==> config.mk <==
export PLATFORM = sky130hd
export DESIGN_NAME = uart_rx_core
export DESIGN_NICKNAME = d
export VERILOG_FILES = /design/src/rtl/uart_pkg.sv /design/src/rtl/uart_rx_fifo.sv /design/src/rtl/uart_rx_core.sv
export SDC_FILE = /design/constraint.sdc
export NUM_CORES = 1
export LEC_CHECK = 0
export CELL_PAD_IN_SITES_DETAIL_PLACEMENT = 1
export CELL_PAD_IN_SITES_GLOBAL_PLACEMENT = 2
export CORE_MARGIN = 5
export CORE_UTILIZATION = 35
export CTS_BUF_LIST = sky130_fd_sc_hd__clkbuf_4
export CTS_CLUSTER_DIAMETER = 200
export DETAILED_ROUTE_END_ITERATION = 8
export DONT_BUFFER_PORTS = 1
export PLACE_DENSITY = 0.7
export SLEW_MARGIN = 10
export SYNTH_ARGS = -nofsm -noshare
export SYNTH_HDL_FRONTEND = slang
export SYNTH_SLANG_ARGS = --single-unit
==> constraint.sdc <==
create_clock -name clk -period 2.7 [get_ports clk]
set_clock_uncertainty 0.05 [all_clocks]
set_input_delay 0.27 -clock clk [delete_from_list [all_inputs] [get_ports clk]]
set_output_delay 0.27 -clock clk [all_outputs]
set_load 0.05 [all_outputs]
==> src/rtl/uart_pkg.sv <==
// Shared types and defaults for the UART receiver slice: FSM state encoding,
// the receive-FIFO entry layout and default sizing constants.
package uart_pkg;

  localparam int UART_DATA_W = 8;
  localparam int UART_OVS    = 16;
  localparam int UART_DEPTH  = 8;

  typedef enum logic [2:0] {
    RX_IDLE   = 3'd0,
    RX_START  = 3'd1,
    RX_DATA   = 3'd2,
    RX_PARITY = 3'd3,
    RX_STOP   = 3'd4
  } rx_state_e;

  // Entry layout at the default data width; the core packs the same field order.
  typedef struct packed {
    logic                   parity_err;
    logic                   frame_err;
    logic [UART_DATA_W-1:0] data;
  } rx_entry_t;

endpackage

==> src/rtl/uart_rx_fifo.sv <==
// Show-ahead receive FIFO: head entry is presented combinationally from storage,
// push/pop are synchronous, a pop on empty and a push on full (without pop) are ignored.
module uart_rx_fifo
  import uart_pkg::*;
#(
  parameter int W     = UART_DATA_W + 2,
  parameter int DEPTH = UART_DEPTH
) (
  input  logic                     clk,
  input  logic                     arst_n,
  input  logic                     push,
  input  logic [W-1:0]             wdata,
  input  logic                     pop,
  output logic [W-1:0]             rdata,
  output logic [$clog2(DEPTH):0]   level,
  output logic                     full,
  output logic                     empty
);

  localparam int AW = $clog2(DEPTH);
  localparam int LW = AW + 1;

  logic [W-1:0]  mem_q [DEPTH];
  logic [AW-1:0] wr_ptr_q, wr_ptr_d;
  logic [AW-1:0] rd_ptr_q, rd_ptr_d;
  logic [LW-1:0] level_q, level_d;
  logic          do_push_s, do_pop_s;

  assign empty     = (level_q == {LW{1'b0}});
  assign full      = (level_q == LW'(DEPTH));
  assign do_pop_s  = pop && !empty;
  assign do_push_s = push && (!full || do_pop_s);
  assign level     = level_q;

  // Pointer and occupancy update; pointers wrap naturally since DEPTH is a power of two.
  always_comb begin
    wr_ptr_d = wr_ptr_q;
    rd_ptr_d = rd_ptr_q;
    level_d  = level_q;
    if (do_push_s) begin
      wr_ptr_d = wr_ptr_q + AW'(1);
    end else begin
      wr_ptr_d = wr_ptr_q;
    end
    if (do_pop_s) begin
      rd_ptr_d = rd_ptr_q + AW'(1);
    end else begin
      rd_ptr_d = rd_ptr_q;
    end
    case ({do_push_s, do_pop_s})
      2'b10:   level_d = level_q + LW'(1);
      2'b01:   level_d = level_q - LW'(1);
      default: level_d = level_q;
    endcase
  end

  always_comb begin
    if (empty) begin
      rdata = {W{1'b0}};
    end else begin
      rdata = mem_q[rd_ptr_q];
    end
  end

  always_ff @(posedge clk or negedge arst_n) begin
    if (!arst_n) begin
      wr_ptr_q <= {AW{1'b0}};
      rd_ptr_q <= {AW{1'b0}};
      level_q  <= {LW{1'b0}};
    end else begin
      wr_ptr_q <= wr_ptr_d;
      rd_ptr_q <= rd_ptr_d;
      level_q  <= level_d;
    end
  end

  // Storage needs no reset: the head is masked to zero while empty.
  always_ff @(posedge clk) begin
    if (do_push_s) begin
      mem_q[wr_ptr_q] <= wdata;
    end
  end

endmodule

==> src/rtl/uart_rx_core.sv <==
// Oversampling UART receiver: rx synchroniser, phase-aligned baud divider, frame FSM
// and a show-ahead receive FIFO. Define UART_RX_PARITY_EN to build the parity stage.
module uart_rx_core
  import uart_pkg::*;
#(
  parameter int DATA_W = UART_DATA_W,
  parameter int OVS    = UART_OVS,
  parameter int DEPTH  = UART_DEPTH,
  parameter int DIV_W  = 16
) (
  input  logic                        clk,
  input  logic                        arst_n,
  input  logic                        rx,
  input  logic                        cfg_en,
  input  logic [DIV_W-1:0]            cfg_baud_div,
  input  logic [$clog2(DATA_W+1)-1:0] cfg_nbits,
  input  logic                        cfg_parity_en,
  input  logic                        cfg_parity_odd,
  input  logic                        rd_en,
  output logic                        rd_valid,
  output logic [DATA_W-1:0]           rd_data,
  output logic                        rd_frame_err,
  output logic                        rd_parity_err,
  output logic [$clog2(DEPTH):0]      fifo_level,
  output logic                        overrun,
  input  logic                        ovr_clr,
  output logic                        busy
);

  localparam int NB_W = $clog2(DATA_W + 1);
  localparam int TW   = $clog2(OVS);
`ifdef UART_RX_PARITY_EN
  localparam int ENTRY_W = DATA_W + 2;
`else
  localparam int ENTRY_W = DATA_W + 1;
`endif
  localparam logic [TW-1:0] HALF_TICK = TW'(OVS / 2 - 1);
  localparam logic [TW-1:0] FULL_TICK = TW'(OVS - 1);

  function automatic logic parity_of(input logic [DATA_W-1:0] d);
    parity_of = ^d;
  endfunction

  rx_state_e         state_q, state_d;
  logic              rx_s1_q, rx_s1_d, rx_s2_q, rx_s2_d, rx_prev_q, rx_prev_d;
  logic [DIV_W-1:0]  div_cnt_q, div_cnt_d, baud_div_q, baud_div_d;
  logic [TW-1:0]     tick_cnt_q, tick_cnt_d;
  logic [NB_W-1:0]   bit_cnt_q, bit_cnt_d, nbits_q, nbits_d, nbits_eff_s;
  logic [DATA_W-1:0] data_q, data_d;
  logic              ovr_q, ovr_d;
  logic              start_edge_s, tick_s, mid_s, last_bit_s, push_s;
  logic [ENTRY_W-1:0] wr_entry_s, rd_entry_s;
  logic              fifo_full_s, fifo_empty_s;
`ifdef UART_RX_PARITY_EN
  logic              par_en_q, par_en_d, par_odd_q, par_odd_d, par_err_q, par_err_d;
`else
  logic              unused_parity_s;
  assign unused_parity_s = cfg_parity_en ^ cfg_parity_odd;
`endif

  assign busy         = (state_q != RX_IDLE);
  assign start_edge_s = cfg_en && rx_prev_q && !rx_s2_q;
  assign tick_s       = busy && (div_cnt_q == baud_div_q);
  assign mid_s        = tick_s && (tick_cnt_q == ((state_q == RX_START) ? HALF_TICK : FULL_TICK));
  assign last_bit_s   = (bit_cnt_q == (nbits_q - NB_W'(1)));
  assign nbits_eff_s  = ((cfg_nbits < NB_W'(5)) || (cfg_nbits > NB_W'(DATA_W))) ? NB_W'(DATA_W) : cfg_nbits;

  always_ff @(posedge clk or negedge arst_n) begin
    if (!arst_n) begin
      state_q <= RX_IDLE;
    end else begin
      state_q <= state_d;
    end
  end

  // Next-state: disabling the receiver abandons any frame in flight.
  always_comb begin
    state_d = state_q;
    if (!cfg_en) begin
      state_d = RX_IDLE;
    end else begin
      case (state_q)
        RX_IDLE: begin
          if (start_edge_s) state_d = RX_START;
          else              state_d = RX_IDLE;
        end
        RX_START: begin
          if (mid_s) state_d = rx_s2_q ? RX_IDLE : RX_DATA;
          else       state_d = RX_START;
        end
        RX_DATA: begin
          if (mid_s && last_bit_s) begin
`ifdef UART_RX_PARITY_EN
            if (par_en_q) state_d = RX_PARITY;
            else          state_d = RX_STOP;
`else
            state_d = RX_STOP;
`endif
          end else begin
            state_d = RX_DATA;
          end
        end
`ifdef UART_RX_PARITY_EN
        RX_PARITY: begin
          if (mid_s) state_d = RX_STOP;
          else       state_d = RX_PARITY;
        end
`endif
        RX_STOP: begin
          if (mid_s) state_d = RX_IDLE;
          else       state_d = RX_STOP;
        end
        default: state_d = RX_IDLE;
      endcase
    end
  end

  // Datapath: synchroniser, divider, bit assembly, frame config capture and FIFO push.
  always_comb begin
    rx_s1_d    = rx;
    rx_s2_d    = rx_s1_q;
    rx_prev_d  = rx_s2_q;
    div_cnt_d  = div_cnt_q;
    tick_cnt_d = tick_cnt_q;
    bit_cnt_d  = bit_cnt_q;
    data_d     = data_q;
    baud_div_d = baud_div_q;
    nbits_d    = nbits_q;
    push_s     = 1'b0;
`ifdef UART_RX_PARITY_EN
    par_en_d   = par_en_q;
    par_odd_d  = par_odd_q;
    par_err_d  = par_err_q;
`endif
    if (state_q == RX_IDLE) begin
      div_cnt_d  = {DIV_W{1'b0}};
      tick_cnt_d = {TW{1'b0}};
      if (start_edge_s) begin
        baud_div_d = cfg_baud_div;
        nbits_d    = nbits_eff_s;
        bit_cnt_d  = {NB_W{1'b0}};
        data_d     = {DATA_W{1'b0}};
`ifdef UART_RX_PARITY_EN
        par_en_d   = cfg_parity_en;
        par_odd_d  = cfg_parity_odd;
        par_err_d  = 1'b0;
`endif
      end else begin
        baud_div_d = baud_div_q;
      end
    end else begin
      if (tick_s) begin
        div_cnt_d  = {DIV_W{1'b0}};
        tick_cnt_d = mid_s ? {TW{1'b0}} : (tick_cnt_q + TW'(1));
      end else begin
        div_cnt_d  = div_cnt_q + DIV_W'(1);
      end
      case (state_q)
        RX_DATA: begin
          if (mid_s) begin
            data_d    = data_q | (DATA_W'(rx_s2_q) << bit_cnt_q);
            bit_cnt_d = bit_cnt_q + NB_W'(1);
          end else begin
            data_d    = data_q;
          end
        end
`ifdef UART_RX_PARITY_EN
        RX_PARITY: begin
          if (mid_s) par_err_d = ((parity_of(data_q) ^ rx_s2_q) != par_odd_q);
          else       par_err_d = par_err_q;
        end
`endif
        RX_STOP: begin
          if (mid_s) push_s = cfg_en;
          else       push_s = 1'b0;
        end
        default: push_s = 1'b0;
      endcase
    end
  end

`ifdef UART_RX_PARITY_EN
  assign wr_entry_s    = {par_err_q, ~rx_s2_q, data_q};
  assign rd_parity_err = rd_entry_s[DATA_W+1];
`else
  assign wr_entry_s    = {~rx_s2_q, data_q};
  assign rd_parity_err = 1'b0;
`endif
  assign rd_frame_err = rd_entry_s[DATA_W];
  assign rd_data      = rd_entry_s[DATA_W-1:0];
  assign rd_valid     = !fifo_empty_s;
  assign overrun      = ovr_q;

  // A completed frame that finds the FIFO full is lost; a set beats a simultaneous clear.
  always_comb begin
    if (push_s && fifo_full_s && !rd_en) begin
      ovr_d = 1'b1;
    end else if (ovr_clr) begin
      ovr_d = 1'b0;
    end else begin
      ovr_d = ovr_q;
    end
  end

  always_ff @(posedge clk or negedge arst_n) begin
    if (!arst_n) begin
      rx_s1_q    <= 1'b1;
      rx_s2_q    <= 1'b1;
      rx_prev_q  <= 1'b1;
      div_cnt_q  <= {DIV_W{1'b0}};
      tick_cnt_q <= {TW{1'b0}};
      bit_cnt_q  <= {NB_W{1'b0}};
      data_q     <= {DATA_W{1'b0}};
      baud_div_q <= {DIV_W{1'b0}};
      nbits_q    <= {NB_W{1'b0}};
      ovr_q      <= 1'b0;
`ifdef UART_RX_PARITY_EN
      par_en_q   <= 1'b0;
      par_odd_q  <= 1'b0;
      par_err_q  <= 1'b0;
`endif
    end else begin
      rx_s1_q    <= rx_s1_d;
      rx_s2_q    <= rx_s2_d;
      rx_prev_q  <= rx_prev_d;
      div_cnt_q  <= div_cnt_d;
      tick_cnt_q <= tick_cnt_d;
      bit_cnt_q  <= bit_cnt_d;
      data_q     <= data_d;
      baud_div_q <= baud_div_d;
      nbits_q    <= nbits_d;
      ovr_q      <= ovr_d;
`ifdef UART_RX_PARITY_EN
      par_en_q   <= par_en_d;
      par_odd_q  <= par_odd_d;
      par_err_q  <= par_err_d;
`endif
    end
  end

  uart_rx_fifo #(
    .W     (ENTRY_W),
    .DEPTH (DEPTH)
  ) u_fifo (
    .clk    (clk),
    .arst_n (arst_n),
    .push   (push_s),
    .wdata  (wr_entry_s),
    .pop    (rd_en),
    .rdata  (rd_entry_s),
    .level  (fifo_level),
    .full   (fifo_full_s),
    .empty  (fifo_empty_s)
  );

endmodule

==> results.py <==
metrics = {
    "timing": {
        "slew_violations": 0,
        "slew_headroom_pct": 55.8,
        "max_freq_mhz": 395,
        "hold_violations": 0,
        "finalCritPeriodShare_pct": 93.8,
        "finalWorstSetupSlack_ps": 167,
        "setup_viol": 0,
        "rsz0062_at_grt": "true",
        "worstMarginPinSlew_ps": 663,
        "period_needed_ps": 2530,
    },
    "worst_setup_path": {
        "reg2reg_from": "baud_div_q[14]",
        "crit_slowest_cell": "dfrtp_1",
        "crit_type": "reg2reg",
        "critPathLaunchType": "flop",
        "cp-end-kind": "flop",
        "crit_path_cell_trace": "xor2_1 > nor4_2 > buf_4 > and4_4 > nand3_4 > ha_4 > buf_4 > nor4bb_2 > a211oi_1 > a211oi_2 > xor2_1",
        "slowest_delay_ps": 420,
        "critPathLaunch": "baud_div_q[14]",
        "reg2reg_slack_ps": 170,
        "ff2ff_path_depth": 11,
        "worstPathRequired_ps": 3090,
        "crit_arrival_ps": 2920,
        "r2r-end": "u_fifo.level[3]",
        "cp_max_fo": 4,
    },
    "route": {
        "drc": 0,
        "via_per_inst": 4.98,
        "avgRoutedWirePerCell_um": 17.5,
        "drt_pass1_iterations": 4,
        "ant_nets": 0,
        "vias": 3748,
        "wirelength_um": 13100,
        "drt_iter0_markers": 139,
    },
    "floorplanning": {
        "die-area_sq_um": 20600,
        "die_w_um": 143,
        "initial_core_util_pct": 35.9,
        "core_region_area_sq_um": 17400,
        "die_h_um": 143,
        "num_io_pins": 45,
        "rows": 48,
    },
    "global_routing": {
        "antenna_found_initial": 1,
        "grt_pass1_wl_um": 21700,
        "grt_usage_pct": 13.9,
        "grt_overflow": 0,
        "grt_pass1_vias": 4111,
        "grt_max_degree": 70,
    },
    "yosys": {
        "synth_edf_count": 72,
        "synth-seq-cells": 141,
        "synth_cells": 441,
        "yosysSeqAreaShare_pct": 62.5,
        "syn_nets": 478,
        "ys.warnings.count": 0,
        "ys_async_sr_fraction_pct": 48.9,
        "ys.flop_type": "edfxtp_1",
        "synth_area_sq_um": 6220,
        "synth_cell_types": 49,
        "synth.avg_cell_area_sq_um": 14.1,
    },
    "clocking": {
        "cts-root-buf": "clkbuf_4",
        "cts_buffer_depth": 2,
        "clk_pin_slew_ps": 130,
        "worstSkewPairLatency_ps": 550,
        "cts_tree": "done",
        "clkSinkCount": 141,
        "h-tree-depth": 4,
        "cts_buffers": 17,
    },
    "place": {
        "hpwl_um": 8890,
        "dp.cells": 690,
        "placed_cell_area_sq_um": 6770,
        "gp_congestion": 0.802,
        "dpl_worst_slack_ps": -52.7,
        "io_buffers": 0,
    },
    "layout": {
        "drive_gt1_share_pct": 25.5,
        "syn_to_final_growth_pct": 18.8,
        "final_cells": 752,
        "nets": 550,
        "final_cell_mix": "edfxtp_1 (72), dfrtp_1 (64), buf_4 (44), nor2_1 (40), xor2_1 (33)",
        "layout_commonest_cell": "edfxtp_1",
        "final_design_area_no_fill_sq_um": 7400,
    },
    "worst_hold_path": {
        "min_to": "nbits_q[3]",
        "hold_path_class": "in2reg",
        "worstHoldPathCells": 4,
        "min_from": "cfg_nbits[2]",
    },
    "power_and_ir_drop": {
        "peakVddDrop_v": 0.000481,
        "leakage_nw": 3.05,
        "power.density_nw_per_um2": 668,
        "total_power_mw": 4.94,
    },
    "flow_run": {
        "drv_cap": 0,
    },
    "run_status": {
        "status": "completed",
    },
}
-- timing repair --
action | in CTS | in global routing
gates resized for setup | 2 | 9
hold buffers | 28 | 0
endpoints found under the setup margin | 4 | 5
endpoints found under the hold margin | 96 | 0
setup buffers | 0 | 1
pin swaps | 0 | 1
-- Yosys cell counts, drive strengths merged, types with 9 or more instances --
cell type	count	area (sq um)
buf	13	70.1
nor3	10	55.1
mux4	18	405
mux2i	11	110
ha	9	113
edfxtp	72	2160
dfrtp	66	1650
nor4	9	75.1
nand2	26	97.6
xnor2	12	105
mux2	19	214
xor2	33	289
nand4	11	68.8
nor2	40	150
-- flip-flops by register name, summed over array words and instances, names as in the netlist --
signal and cells:
baud_div_q 16, bit_cnt_q 4, data_q 8, div_cnt_q 16, nbits_q 4, overrun 1
rx_prev_d 1, rx_prev_q 1, rx_s1_q 1, state_q 3, tick_cnt_q 4, u_fifo.level 4
u_fifo.mem_q 72, u_fifo.rd_ptr_q 3, u_fifo.wr_ptr_q 3
-- worst max path at each step --
| stage | cells after the start | end |
|---|---|---|
| finish | 11 | u_fifo.level[3] |
| global route | 10 | u_fifo.level[3] |
| CTS | 12 | u_fifo.level[2] |
| detailed placement | 12 | u_fifo.level[2] |
| global placement | 12 | u_fifo.level[2] |
| floorplan | 12 | u_fifo.level[2] |
-- power breakdown --
group,internal (mW),switching (mW),total [mW]
combinational,0.480,0.584,1.06
clock,0.485,0.849,1.33
sequential,2.37,0.169,2.54
total,3.34,1.60,4.94
-- kinds of logic (layout without fill, tap and decap cells) --
| family | count (synthesis) | count (layout) | share of synthesized area, % |
|---|---|---|---|
| flip-flops | 141 | 141 | 62.5 |
| AND/OR/NAND/NOR | 135 | 135 | 11.7 |
| multiplexers | 48 | 48 | 11.7 |
| XOR/XNOR | 45 | 45 | 6.33 |
| AO/OA/AOI/OAI | 33 | 33 | 3.78 |
| buffers and inverters | 29 | 114 | 2.09 |
| adder cells (fa/ha/maj) | 9 | 9 | 1.81 |
| other | 1 | 2 | 0.0602 |
-- through the flow --
| stage | util [%] | hold WS (ps) | TNS (ps) |
|---|---|---|---|
| floorplan | - | -75.6 | 0 |
| global placement | 39.0 | -73.8 | -30.5 |
| detailed placement | 39.0 | -73.7 | -72.5 |
| CTS | 42.4 | 46.3 | 0 |
| global route | 42.6 | 75.9 | -62.2 |
| finish | 42.6 | 96.4 | 0 |
-- routing by layer --
layer,up-vias,track usage (%),wire length (um)
met3,18,3.46,374
met4,0,4.46,197
met5,-,0,0
li1,1774,-,-
met1,1911,16.2,5460
met2,45,25.0,7110
-- worst max-delay path: cells and delay by family, from the launching register on --
family                   cells  cell delay [ps]
XOR/XNOR                     2              320
flip-flops                   1              420
AND/OR/NAND/NOR              4              800
adder cells (fa/ha/maj)      1              180
AO/OA/AOI/OAI                2              370
buffers and inverters        2              300
-- final cells by class --
cell class	count	area (sq um)
Antenna cell	1	2.50
Clock buffer	17	128
Clock inverter	15	148
Fill cell	1783	9960
Inverter	8	30.0
Multi-Input combinational cell	271	2250
Sequential cell	141	3890
Tap cell	225	282
Timing Repair Buffer	74	662
No activity file was read; power rests on OpenSTA's default activity.
